===== src/rtl/uart_pkg.sv =====
// rtl/uart_pkg.sv - shared types and helpers for the FIFO-fed UART transmitter
package uart_pkg;

    typedef enum logic [2:0] {
        ST_IDLE   = 3'd0,
        ST_POP    = 3'd1,
        ST_LOAD   = 3'd2,
        ST_START  = 3'd3,
        ST_DATA   = 3'd4,
        ST_PARITY = 3'd5,
        ST_STOP   = 3'd6
    } uart_tx_state_t;

    // Serial bit periods in one frame: start + data + optional parity + stop bits.
    function automatic int frame_bits(input int data_width, input int parity_en, input int stop_bits);
        return 1 + data_width + parity_en + stop_bits;
    endfunction

endpackage


===== src/rtl/uart_bit_timer.sv =====
// rtl/uart_bit_timer.sv - free-running bit-period tick generator with synchronous clear
module uart_bit_timer #(
    parameter int CLKS_PER_BIT = 16
) (
    input  logic clk,
    input  logic rst_n,
    input  logic clear,
    output logic bit_tick,
    output logic pre_tick
);

    localparam int TW = (CLKS_PER_BIT > 1) ? $clog2(CLKS_PER_BIT) : 1;
    localparam logic [TW-1:0] LAST_TICK = TW'(CLKS_PER_BIT - 1);
    localparam logic [TW-1:0] PRE_TICK  = TW'(CLKS_PER_BIT - 2);

    logic [TW-1:0] tick_q;
    logic [TW-1:0] tick_d;

    // Count 0..CLKS_PER_BIT-1 and wrap on the last cycle of each bit period.
    always_comb begin
        tick_d = tick_q;
        if (clear || (tick_q == LAST_TICK)) begin
            tick_d = '0;
        end else begin
            tick_d = tick_q + 1'b1;
        end
    end

    // Tick counter register.
    always_ff @(posedge clk or negedge rst_n) begin
        if (!rst_n) begin
            tick_q <= '0;
        end else begin
            tick_q <= tick_d;
        end
    end

    // pre_tick lets the owner register a strobe that lands on the bit's last cycle.
    assign bit_tick = !clear && (tick_q == LAST_TICK);
    assign pre_tick = !clear && (tick_q == PRE_TICK);

endmodule


===== src/rtl/fifo_uart_tx.sv =====
// rtl/fifo_uart_tx.sv - pops bytes from a FIFO and serialises them as UART frames
module fifo_uart_tx
    import uart_pkg::*;
#(
    parameter int DATA_WIDTH   = 8,
    parameter int CLKS_PER_BIT = 16,
    parameter int PARITY_EN    = 0,
    parameter int PARITY_ODD   = 0,
    parameter int STOP_BITS    = 1
) (
    input  logic                  clk,
    input  logic                  rst_n,
    input  logic                  fifo_empty,
    input  logic [DATA_WIDTH-1:0] fifo_data,
    output logic                  fifo_rd_en,
    input  logic                  tx_en,
    output logic                  tx,
    output logic                  busy,
    output logic                  frame_done
);

    if (CLKS_PER_BIT < 2) begin : g_bad_cpb
        $error("fifo_uart_tx: CLKS_PER_BIT must be at least 2");
    end
    if ((STOP_BITS != 1) && (STOP_BITS != 2)) begin : g_bad_stop
        $error("fifo_uart_tx: STOP_BITS must be 1 or 2");
    end

    localparam int BCW = $clog2(DATA_WIDTH + 1);
    localparam logic [BCW-1:0] LAST_DATA = BCW'(DATA_WIDTH - 1);
    localparam logic [BCW-1:0] LAST_STOP = BCW'(STOP_BITS - 1);

    uart_tx_state_t          state_q, state_d;
    logic [BCW-1:0]          bit_cnt_q, bit_cnt_d;
    logic [DATA_WIDTH-1:0]   shift_q, shift_d;
    logic                    parity_q, parity_d;
    logic                    tx_q, tx_d;
    logic                    rd_en_q, rd_en_d;
    logic                    busy_q, busy_d;
    logic                    frame_done_q, frame_done_d;
    logic                    bit_tick;
    logic                    pre_tick;
    logic                    timer_clear;
    logic                    last_data;
    logic                    last_stop;

    // The timer idles at zero until the start bit so every bit is exactly one period.
    assign timer_clear = (state_q == ST_IDLE) || (state_q == ST_POP) || (state_q == ST_LOAD);
    assign last_data   = (bit_cnt_q == LAST_DATA);
    assign last_stop   = (bit_cnt_q == LAST_STOP);

    uart_bit_timer #(
        .CLKS_PER_BIT (CLKS_PER_BIT)
    ) u_bit_timer (
        .clk      (clk),
        .rst_n    (rst_n),
        .clear    (timer_clear),
        .bit_tick (bit_tick),
        .pre_tick (pre_tick)
    );

    // State and registered-output flops; reset forces the line idle immediately.
    always_ff @(posedge clk or negedge rst_n) begin
        if (!rst_n) begin
            state_q      <= ST_IDLE;
            bit_cnt_q    <= '0;
            shift_q      <= '0;
            parity_q     <= 1'b0;
            tx_q         <= 1'b1;
            rd_en_q      <= 1'b0;
            busy_q       <= 1'b0;
            frame_done_q <= 1'b0;
        end else begin
            state_q      <= state_d;
            bit_cnt_q    <= bit_cnt_d;
            shift_q      <= shift_d;
            parity_q     <= parity_d;
            tx_q         <= tx_d;
            rd_en_q      <= rd_en_d;
            busy_q       <= busy_d;
            frame_done_q <= frame_done_d;
        end
    end

    // Next-state: tx_en and fifo_empty are only consulted when deciding to pop.
    always_comb begin
        state_d = state_q;
        case (state_q)
            ST_IDLE:   if (tx_en && !fifo_empty) state_d = ST_POP;
            ST_POP:    state_d = ST_LOAD;
            ST_LOAD:   state_d = ST_START;
            ST_START:  if (bit_tick) state_d = ST_DATA;
            ST_DATA:   if (bit_tick && last_data) state_d = (PARITY_EN != 0) ? ST_PARITY : ST_STOP;
            ST_PARITY: if (bit_tick) state_d = ST_STOP;
            ST_STOP:   if (bit_tick && last_stop) state_d = ST_IDLE;
            default:   state_d = ST_IDLE;
        endcase
    end

    // Output and datapath next values, each computed one cycle ahead of its flop.
    always_comb begin
        tx_d         = tx_q;
        rd_en_d      = 1'b0;
        busy_d       = busy_q;
        frame_done_d = 1'b0;
        shift_d      = shift_q;
        parity_d     = parity_q;
        bit_cnt_d    = bit_cnt_q;
        case (state_q)
            ST_IDLE: begin
                tx_d      = 1'b1;
                bit_cnt_d = '0;
                if (state_d == ST_POP) begin
                    rd_en_d = 1'b1;
                    busy_d  = 1'b1;
                end
            end
            ST_LOAD: begin
                shift_d   = fifo_data;
                parity_d  = (^fifo_data) ^ (PARITY_ODD != 0);
                tx_d      = 1'b0;
                bit_cnt_d = '0;
            end
            ST_START: begin
                if (bit_tick) begin
                    tx_d    = shift_q[0];
                    shift_d = shift_q >> 1;
                end
            end
            ST_DATA: begin
                if (bit_tick) begin
                    if (last_data) begin
                        bit_cnt_d = '0;
                        tx_d      = (PARITY_EN != 0) ? parity_q : 1'b1;
                    end else begin
                        bit_cnt_d = bit_cnt_q + 1'b1;
                        tx_d      = shift_q[0];
                        shift_d   = shift_q >> 1;
                    end
                end
            end
            ST_PARITY: begin
                if (bit_tick) tx_d = 1'b1;
            end
            ST_STOP: begin
                frame_done_d = pre_tick && last_stop;
                if (bit_tick) begin
                    if (last_stop) busy_d = 1'b0;
                    else           bit_cnt_d = bit_cnt_q + 1'b1;
                end
            end
            default: begin
                tx_d = 1'b1;
            end
        endcase
    end

    assign tx         = tx_q;
    assign fifo_rd_en = rd_en_q;
    assign busy       = busy_q;
    assign frame_done = frame_done_q;

endmodule


===== config.mk =====
export PLATFORM = sky130hd
export DESIGN_NAME = fifo_uart_tx
export DESIGN_NICKNAME = d
export VERILOG_FILES = /design/src/rtl/uart_pkg.sv /design/src/rtl/uart_bit_timer.sv /design/src/rtl/fifo_uart_tx.sv
export SDC_FILE = /design/constraint.sdc
export NUM_CORES = 1
export LEC_CHECK = 0
export BUFFER_PORTS_ARGS = -buffer_cell sky130_fd_sc_hd__buf_2
export CORE_ASPECT_RATIO = 1.4
export CORE_UTILIZATION = 60
export CTS_CLUSTER_DIAMETER = 60
export DETAILED_ROUTE_END_ITERATION = 16
export PLACE_DENSITY = 0.93
export SLEW_MARGIN = 20
export SYNTH_ARGS = -nofsm -noshare
export SYNTH_HDL_FRONTEND = slang
export SYNTH_SLANG_ARGS = --single-unit
export TNS_END_PERCENT = 5

===== constraint.sdc =====
create_clock -name clk -period 4.75 [get_ports clk]
set_clock_uncertainty 0.15 [all_clocks]
set_input_delay 0.95 -clock clk [delete_from_list [all_inputs] [get_ports clk]]
set_output_delay 0.95 -clock clk [all_outputs]
set_load 0.01 [all_outputs]

; ---- Word-level counts from Yosys, hierarchy flattened
; Cells that the tools add are included.
[op_classes]
reduce_logical = 21
n_eq_ne = 18
n_bitwise = 1
add_sub_neg = 2
muxes = 28
[op_table]
columns = operator, n
row1 = $mux W8, 3
row2 = $pmux W8 S3, 1
row3 = $pmux W3 S7, 1
row4 = $mux W4, 5
row5 = $reduce_and A4 Y1, 4
row6 = $mux W3, 5
row7 = $ne A2 B2 Y1 const B, 7
row8 = $pmux W4 S3, 1
row9 = $mux W1, 10
row10 = $eq A3 B3 Y1 const B, 3
row11 = $add A4 B1 Y4 const B, 2
row12 = $eq A4 B4 Y1 const B, 2
row13 = $eq A3 B1 Y1 const B, 2
row14 = $eq A3 B2 Y1 const B, 2
row15 = $logic_and A1 B1 Y1, 6
row16 = $reduce_bool A3 Y1, 2
row17 = $pmux W1 S5, 1
row18 = $eq A4 B3 Y1 const B, 1
row19 = $logic_not A4 Y1, 1
row20 = $logic_not A3 Y1, 1
row21 = $logic_or A1 B1 Y1, 3
row22 = $logic_not A1 Y1, 2
row23 = $ne A2 B1 Y1 const B, 1
row24 = $pmux W1 S2, 1
row25 = other kinds (3), 3
[totals]
output_inout_bits = 4
wordCells = 78
ff_bits = 23
input_bits = 12

; ---- Logic depth before layout (Yosys ltp)
; Gate-level depths: netlist (run 1).
[logic_depth]
ltp_word = 11
depth_mapped = 6
ltp_nobuf = 6

; ---- Hierarchy
; A second synthesis (run 1) with hierarchy kept.
[hier_totals]
hier_cells = 154
area_unflattened_um2 = 1410.1
[modules_own_cells]
columns = module, seq_area_each_um2, area_per_inst_um2, cells_each, instances
row1 = fifo_uart_tx, 476.7, 1203.7, 134, 1
row2 = uart_bit_timer, 100.1, 206.4, 20, 1

; ---- Worst setup path before layout (run 1)
; Ideal clock, no wire load.
[synth_timing]
path_kind = reg2reg
startpoint = register bit_cnt_q[0]
endpoint = register busy_q (netlist: busy)
path_stages_with_launch = 7
path_buffers = 0
t_arrival_ns = 1.468
path_slack_ns = 3.011
period_less_slack_ns = 1.739
setup_ns = 0.121
required_ns = 4.479
cell_sequence = dfrtp_1 -> inv_1 -> ha_1 -> or3b_1 -> or2_2 -> o21ai_0 -> nand2_1
[synth_via]
elab_chain_cells = 7
word_cells_on_any_way = 11
classes_between = 4 x eq/ne / 3 x mux / 4 x reduce/logical
[synth_rtl]
columns = item, line_no
row1 = "start, declared", fifo_uart_tx.sv:34  ; logic [BCW-1:0] bit_cnt_q, bit_cnt_d;
row2 = "start signal, assigned", fifo_uart_tx.sv:75  ; bit_cnt_q <= bit_cnt_d;
row3 = $eq A4 B3 Y1 / $logic_not A4 Y1 (equally long branches), "fifo_uart_tx.sv:49, fifo_uart_tx.sv:50"
row4 = "$logic_and A1 B1 Y1, on equally long branches", "fifo_uart_tx.sv:93, fifo_uart_tx.sv:95"
row5 = "$mux W3, on equally long branches", "fifo_uart_tx.sv:93, fifo_uart_tx.sv:95"
row6 = $pmux W3 S7, fifo_uart_tx.sv:88  ; case (state_q)
row7 = $eq A3 B1 Y1, fifo_uart_tx.sv:113  ; if (state_d == ST_POP) begin
row8 = $ne A2 B1 Y1 (no line), n/a
row9 = $reduce_and A4 Y1 (no line) (*), n/a
row10 = "end signal, assigned", fifo_uart_tx.sv:80  ; busy_q <= busy_d;
row11 = "end, declared", fifo_uart_tx.sv:39  ; logic busy_q, busy_d;
; Every way passes the cells marked *; elsewhere a longest branch is shown, timed or not.
; A chain may end at the register's enable or synchronous reset.

; ---- Final worst setup path (run 1)
[layout_timing]
startpoint = register state_q[2]
endpoint = register shift_q[6]
[layout_via]
elab_chain_cells = 7
word_cells_on_any_way = 15
classes_between = 7 x eq/ne / 1 x mux / 7 x reduce/logical
[layout_rtl]
columns = item, line_no
row1 = "start, declared", fifo_uart_tx.sv:33  ; uart_tx_state_t state_q, state_d;
row2 = "start signal, assigned", fifo_uart_tx.sv:74  ; state_q <= state_d;
row3 = $eq A3 B1 Y1 / $logic_not A3 Y1 (equally long branches), fifo_uart_tx.sv:48  ; assign timer_clear = (state_q == ST_IDLE) || (state_q == ST_POP) || (state_q == ST_LOAD);
row4 = $logic_or A1 B1 Y1 (2 in series), fifo_uart_tx.sv:48
row5 = $logic_not A1 Y1, uart_bit_timer.sv:39  ; assign bit_tick = !clear && (tick_q == LAST_TICK);
row6 = $logic_and A1 B1 Y1, uart_bit_timer.sv:39
row7 = $ne A2 B2 Y1 (no line), n/a
row8 = $reduce_and A4 Y1 (no line), n/a
row9 = "end signal, assigned", fifo_uart_tx.sv:76  ; shift_q <= shift_d;
row10 = "end, declared", fifo_uart_tx.sv:35  ; logic [DATA_WIDTH-1:0] shift_q, shift_d;
; Several ways; a longest one is shown, not always the timed one.

==> results of run 1 <==
## logic make-up (layout without fill, tap and decap cells)
| family | after synthesis | after routing | share of synthesized area |
|---|---|---|---|
| AOI/OAI and AO/OA | 43 | 43 | 0.250 |
| and+or+nand+nor | 39 | 39 | 0.171 |
| DFF | 23 | 23 | 0.476 |
| buffers and inverters | 13 | 27 | 0.0547 |
| adders and majority gates | 4 | 4 | 0.0413 |
| xor gates and xnor gates | 1 | 1 | 0.00723 |
## Yosys cell counts (2+ instances only)
library cell  instances
nor2b_1               3
a21oi_1               8
nor2_1                6
dfrtp_1              22
a2bb2oi_1             6
nand3_1               5
o21ai_0               9
o22ai_1               7
nor3_1                3
inv_1                 8
buf_6                 2
nand3b_1              2
buf_2                 2
ha_1                  4
nand2_1              11
## path summary, 6_finish.rpt
kind | endpoint | depth (start not counted) | slack (ps) | start
setup / recovery | shift_q[6] | 4 | 2660 | state_q[2]
hold / removal | tx | 2 | 370 | shift_q[0]
setup reg to reg | shift_q[6] | 4 | 2660 | state_q[2]
hold reg to reg | tx | 2 | 370 | shift_q[0]
max in group asynchronous | tx | 1 | 3660 | rst_n
min in group asynchronous | shift_q[3] | 1 | 430 | rst_n
## critical path: cells and delay by family, from the launching register on
family	cells	cell delay (ps)
flip-flops	1	570
AO/OA/AOI/OAI	2	500
AND/OR/NAND/NOR	2	760
## state kept, by name, summed over array words and instances (netlist names)
signal,flops
frame_done,1
tx,1
u_bit_timer.tick_q,4
fifo_rd_en,1
state_q,3
bit_cnt_q,4
busy,1
shift_q,8
## where the power goes
group	switching, mW	leakage, nW	internal (mW)
clock	0.0573	0.0150	0.0329
sequential	0.00193	0.271	0.199
combinational	0.00648	0.315	0.00627
## layer usage
metal  global-route usage  wire length (um)  up-vias
met5                    0                 0        -
met2                0.492              1390       21
met4               0.0977                29        0
met1                0.268               904      488
li1                     -                 -      478
met3               0.0360                71        5
## through the flow
stage	power (mW)	setup WS [ps]	area (sq um)	util
3_5_place_dp	0.218	2680	1280	0.700
2_1_floorplan	0.208	3010	1210	-
4_1_cts	0.306	2650	1300	0.714
3_3_place_gp	0.218	2830	1280	0.700
5_1_grt	0.314	2530	1300	0.714
6_report	0.304	2660	1300	0.714
## area by class of cell
class                      instances  area, sq um  share of cell area
clock buffer                       4         26.3              0.0202
tap                               20         25.0              0.0192
sequential                        23          577               0.443
multi-input combinational         87          569               0.437
inverter                           8         30.0              0.0231
timing repair buffer              15         75.1              0.0576
==> results.sh, run 1 <==
export IMPL_firstDrtPassIters=4
export IMPL_ys_seq_area_frac=0.476
export IMPL_grt_pass1_wl_um=3860
export IMPL_numCtsBuffers=3
export IMPL_clkLatencyLatePin_ps=310
export IMPL_crit_chain="nor3b_2, or2_0, a21boi_4, o2bb2a_1"
export IMPL_area_growth_pct=7.43
export IMPL_slowest_stage="dfrtp_1"
export IMPL_synthArstFlopShare=1.00
export IMPL_drive_gt1_frac=0.175
export IMPL_cts_sinks=23
export IMPL_syn_num_nets=139
export IMPL_cts_root_buf="clkbuf_4"
export IMPL_antenna_cells=0
export IMPL_grt_pass1_vias=943
export IMPL_yosys_register_bits=23
export IMPL_whs_ps=374
export IMPL_synth_area_leaders="dfrtp_1, a2bb2oi_1, ha_1"
export IMPL_overflow=0
export IMPL_max_freq_mhz=478
export IMPL_grt_antenna_before_repair=0
export IMPL_nNetsFinal=154
export IMPL_p_leak_nw=0.601
export IMPL_yosysUniqueCellTypes=40
export IMPL_crit_required_ps=4800
export IMPL_post_cts_resize_count=0
export IMPL_dp_hpwl_um=1800
export IMPL_crit_fanout=13
export IMPL_cap_violations=0
export IMPL_hold_viol_final=0
export IMPL_ys_flop_type="dfrtp_1"
export IMPL_final_cells=157
export IMPL_viasPerCell=6.32
export IMPL_maxSlewHeadroom=0.645
export IMPL_grtUsageTotal=0.257
export IMPL_ir_drop_uv=224
export IMPL_die_h_um=55.2
export IMPL_path_clk_slew_ps=120
export IMPL_synth_cells=123
export IMPL_worst_pin_slew_ps=532
export IMPL_drt_wl_total_um=2400
export IMPL_synth_avg_cell_area_sq_um=9.86
export IMPL_cp_data_arrival_time_ps=2150
export IMPL_drt_wirelength_per_cell_um=15.3
export IMPL_clock_path_buffers=2
export IMPL_max_stage_delay_ps=570
export IMPL_die_area_sq_mm=0.00221
export IMPL_synth_top_cell_area_share=0.454
export IMPL_drt_iter0_drc=24
export IMPL_synth_area_leader_cell="dfrtp_1"
export IMPL_critical_path_startpoint_type="flop"
export IMPL_vias=992
export IMPL_die_x_um=40.0
export IMPL_synth_edf_count=0
export IMPL_postRouteAntennaNets=0
export IMPL_post_route_period_util=0.441
export IMPL_initial_core_util=0.665
export IMPL_gp_congestion=0.887
export IMPL_final_common_cell="dfrtp_1"
export IMPL_ys_warn_count=0
export IMPL_dpl_cell_count=153
export IMPL_rsz0062_at_grt="false"
export IMPL_crit_type="flop to flop"
export IMPL_num_fill_cells=135
export IMPL_postCtsSetupBuffers=0
export IMPL_hold_class="flop to flop"
export IMPL_io_pins=16
export IMPL_min_period_ps=2090
export IMPL_slew_violations=0
export IMPL_syn_area_sq_mm=0.00121
export IMPL_final_cell_mix="dfrtp_1, buf_2, nand2_1"
export IMPL_grt_max_degree=24
export IMPL_rows=18
export IMPL_tns_ps=0
export IMPL_finalSetupViolations=0
export IMPL_pwr_density_cell_mw_per_mm2=233
export IMPL_port_buffers=15
export IMPL_coreArea_sq_mm=0.00182
export IMPL_status="finished clean"
export IMPL_htreeDepth=1
export IMPL_cts_tree="yes"
export IMPL_cp_end_kind="flop"
export IMPL_drc=0
export IMPL_postCtsHoldBufs=0
(Power assumes the default switching activity.)
==> run 2, diff against run 1 <==
CORE_UTILIZATION = 55   (was 60)
PLACE_DENSITY = 0.88   (was 0.93)
clock period = 2.07 ns   (was 4.75 ns; I/O delays follow)
==> run 2 against run 1 <==
Compared with the run above:
- sequential power is 130% higher
- final cell count is 3.2% higher
- routed wire length is 1.9% higher
- worst setup slack worse by 2500 ps
- count of clock-buffer cells in the layout unchanged
- via count rose by 0.71%
- critical path type unchanged
- largest cell class unchanged
==> results.sh, run 2 (same netlist as run 1, synthesis figures left out) <==
export IMPL_status="finished clean"
export IMPL_final_cell_mix="dfrtp_1, buf_2, nand2_1"
export IMPL_p_int_uw=548
export IMPL_dp_slack_ps=155
export IMPL_rsz0062_at_grt="false"
export IMPL_crit_type="flop to flop"
export IMPL_die_h_um=57.6
export IMPL_clkLatencyLatePin_ps=310
export IMPL_pwr_density_cell_mw_per_mm2=522
export IMPL_clockPowerShare=0.295
export IMPL_cts_root_buf="clkbuf_4"
export IMPL_dp_hpwl_um=1860
export IMPL_drt_wl_total_um=2450
export IMPL_drc=0
export IMPL_ir_drop_uv=412
export IMPL_antenna_cells=0
export IMPL_path_clk_slew_ps=110
export IMPL_clock_path_buffers=2
export IMPL_hold_class="primary input to flop"
export IMPL_setup_ws_ps=180
export IMPL_slew_violations=0
export IMPL_grtUsageTotal=0.221
export IMPL_drt_wirelength_per_cell_um=15.1
export IMPL_max_freq_mhz=529
export IMPL_largest_reg_flops=8
export IMPL_critical_path_startpoint_type="flop"
export IMPL_coreArea_sq_mm=0.00202
export IMPL_place_area_sq_mm=0.00130
export IMPL_hold_viol_final=0
export IMPL_postRouteAntennaNets=0
export IMPL_finalSetupViolations=0
export IMPL_postCtsSetupBuffers=0
export IMPL_port_buffers=15
export IMPL_grt_pass1_wl_um=4060
export IMPL_final_area_sq_mm=0.00134
export IMPL_swShare=0.215
export IMPL_dpl_cell_count=157
export IMPL_nNetsFinal=158
export IMPL_gp_congestion=0.885
export IMPL_die_area_sq_mm=0.00240
export IMPL_grt_max_degree=24
export IMPL_grt_antenna_before_repair=0
export IMPL_crit_fanout=7
export IMPL_worst_pin_slew_ps=508
export IMPL_p_seq_frac=0.660
export IMPL_drive_gt1_frac=0.191
export IMPL_htreeDepth=1
export IMPL_tns_ps=0
export IMPL_area_growth_pct=10.2
export IMPL_cts_tree="yes"
export IMPL_cts_sinks=23
export IMPL_numCtsBuffers=3
export IMPL_io_pins=16
export IMPL_overflow=0
export IMPL_final_common_cell="dfrtp_1"
export IMPL_switching_power_uw=150
export IMPL_initial_core_util=0.600
export IMPL_viasPerCell=6.17
export IMPL_rows=19
export IMPL_cap_violations=0
export IMPL_min_period_ps=1890
export IMPL_p_comb_frac=0.045
export IMPL_crit_required_ps=2130
export IMPL_post_route_period_util=0.913
export IMPL_largest_register="shift_q"
export IMPL_die_x_um=41.7
export IMPL_final_cells=162
export IMPL_cp_end_kind="flop"
export IMPL_grt_pass1_vias=1018
export IMPL_cp_data_arrival_time_ps=1950
export IMPL_drt_iter0_drc=19
export IMPL_p_leak_nw=0.619
export IMPL_p_total_uw=698
export IMPL_largest_registers="shift_q x8, bit_cnt_q x4, u_bit_timer.tick_q x4"
export IMPL_firstDrtPassIters=4
export IMPL_maxSlewHeadroom=0.661
export IMPL_vias=999
-- run 2: changes by cell type in the layout (fill, tap and decap cells not counted) --
cell and delta:
buf_4 +3, dlygate4sd3_1 +1, or2_1 +1, or2_0 -1
-- run 2: area by class of cell --
type | instances | area (sq um)
fill | 168 | 684
sequential | 23 | 577
multi-input combinational | 87 | 569
tap | 21 | 26.3
timing repair buffer | 19 | 108
clock buffer | 4 | 26.3
inverter | 8 | 30.0
-- run 2: path summary, 6_finish.rpt --
kind,from,slack (ps),endpoint,cells after the start
worst max register to register,u_bit_timer.tick_q[0],180,shift_q[6],5
max in group asynchronous,rst_n,970,tx,2
worst max-delay path,u_bit_timer.tick_q[0],180,shift_q[6],5
worst min register to register,shift_q[0],360,tx,2
worst min-delay path,fifo_data[7],240,shift_q[7],3
min in group asynchronous,rst_n,440,fifo_rd_en,2
-- run 2: power groups by stage --
stage	clock network (mW)	logic, mW	registers (mW)
final	0.206	0.0312	0.461
after global routing	0.224	0.0354	0.462
after CTS	0.207	0.0321	0.461
after detailed placement	0	0.0307	0.470
after global placement	0	0.0296	0.470
after floorplan	0	0.00868	0.469
-- run 2: what timing repair did --
item	in CTS	in global routing
gates resized for setup	0	1
hold endpoints to repair	22	0
setup endpoints to repair	0	1
hold buffers	1	0
-- run 2: stage by stage --
step,util,hold slack [ps]
floorplan,-,-31.6
global placement,0.643,254
detailed placement,0.643,264
CTS,0.661,249
global route,0.661,260
finish,0.661,244
-- run 2: critical path: stages (launching register included) --
cell and delay [ps]:
dfrtp_1 420, ha_1 240, and3_1 330, o21ai_1 250, o22ai_1 170, o2bb2a_1 230
-- run 2: metal layers --
metal	GRT usage	vias up	share of wire
met2	0.426	23	0.55
li1	-	485	-
met5	0	-	0
met1	0.227	484	0.39
met4	0.115	0	0.027
met3	0.0253	7	0.028
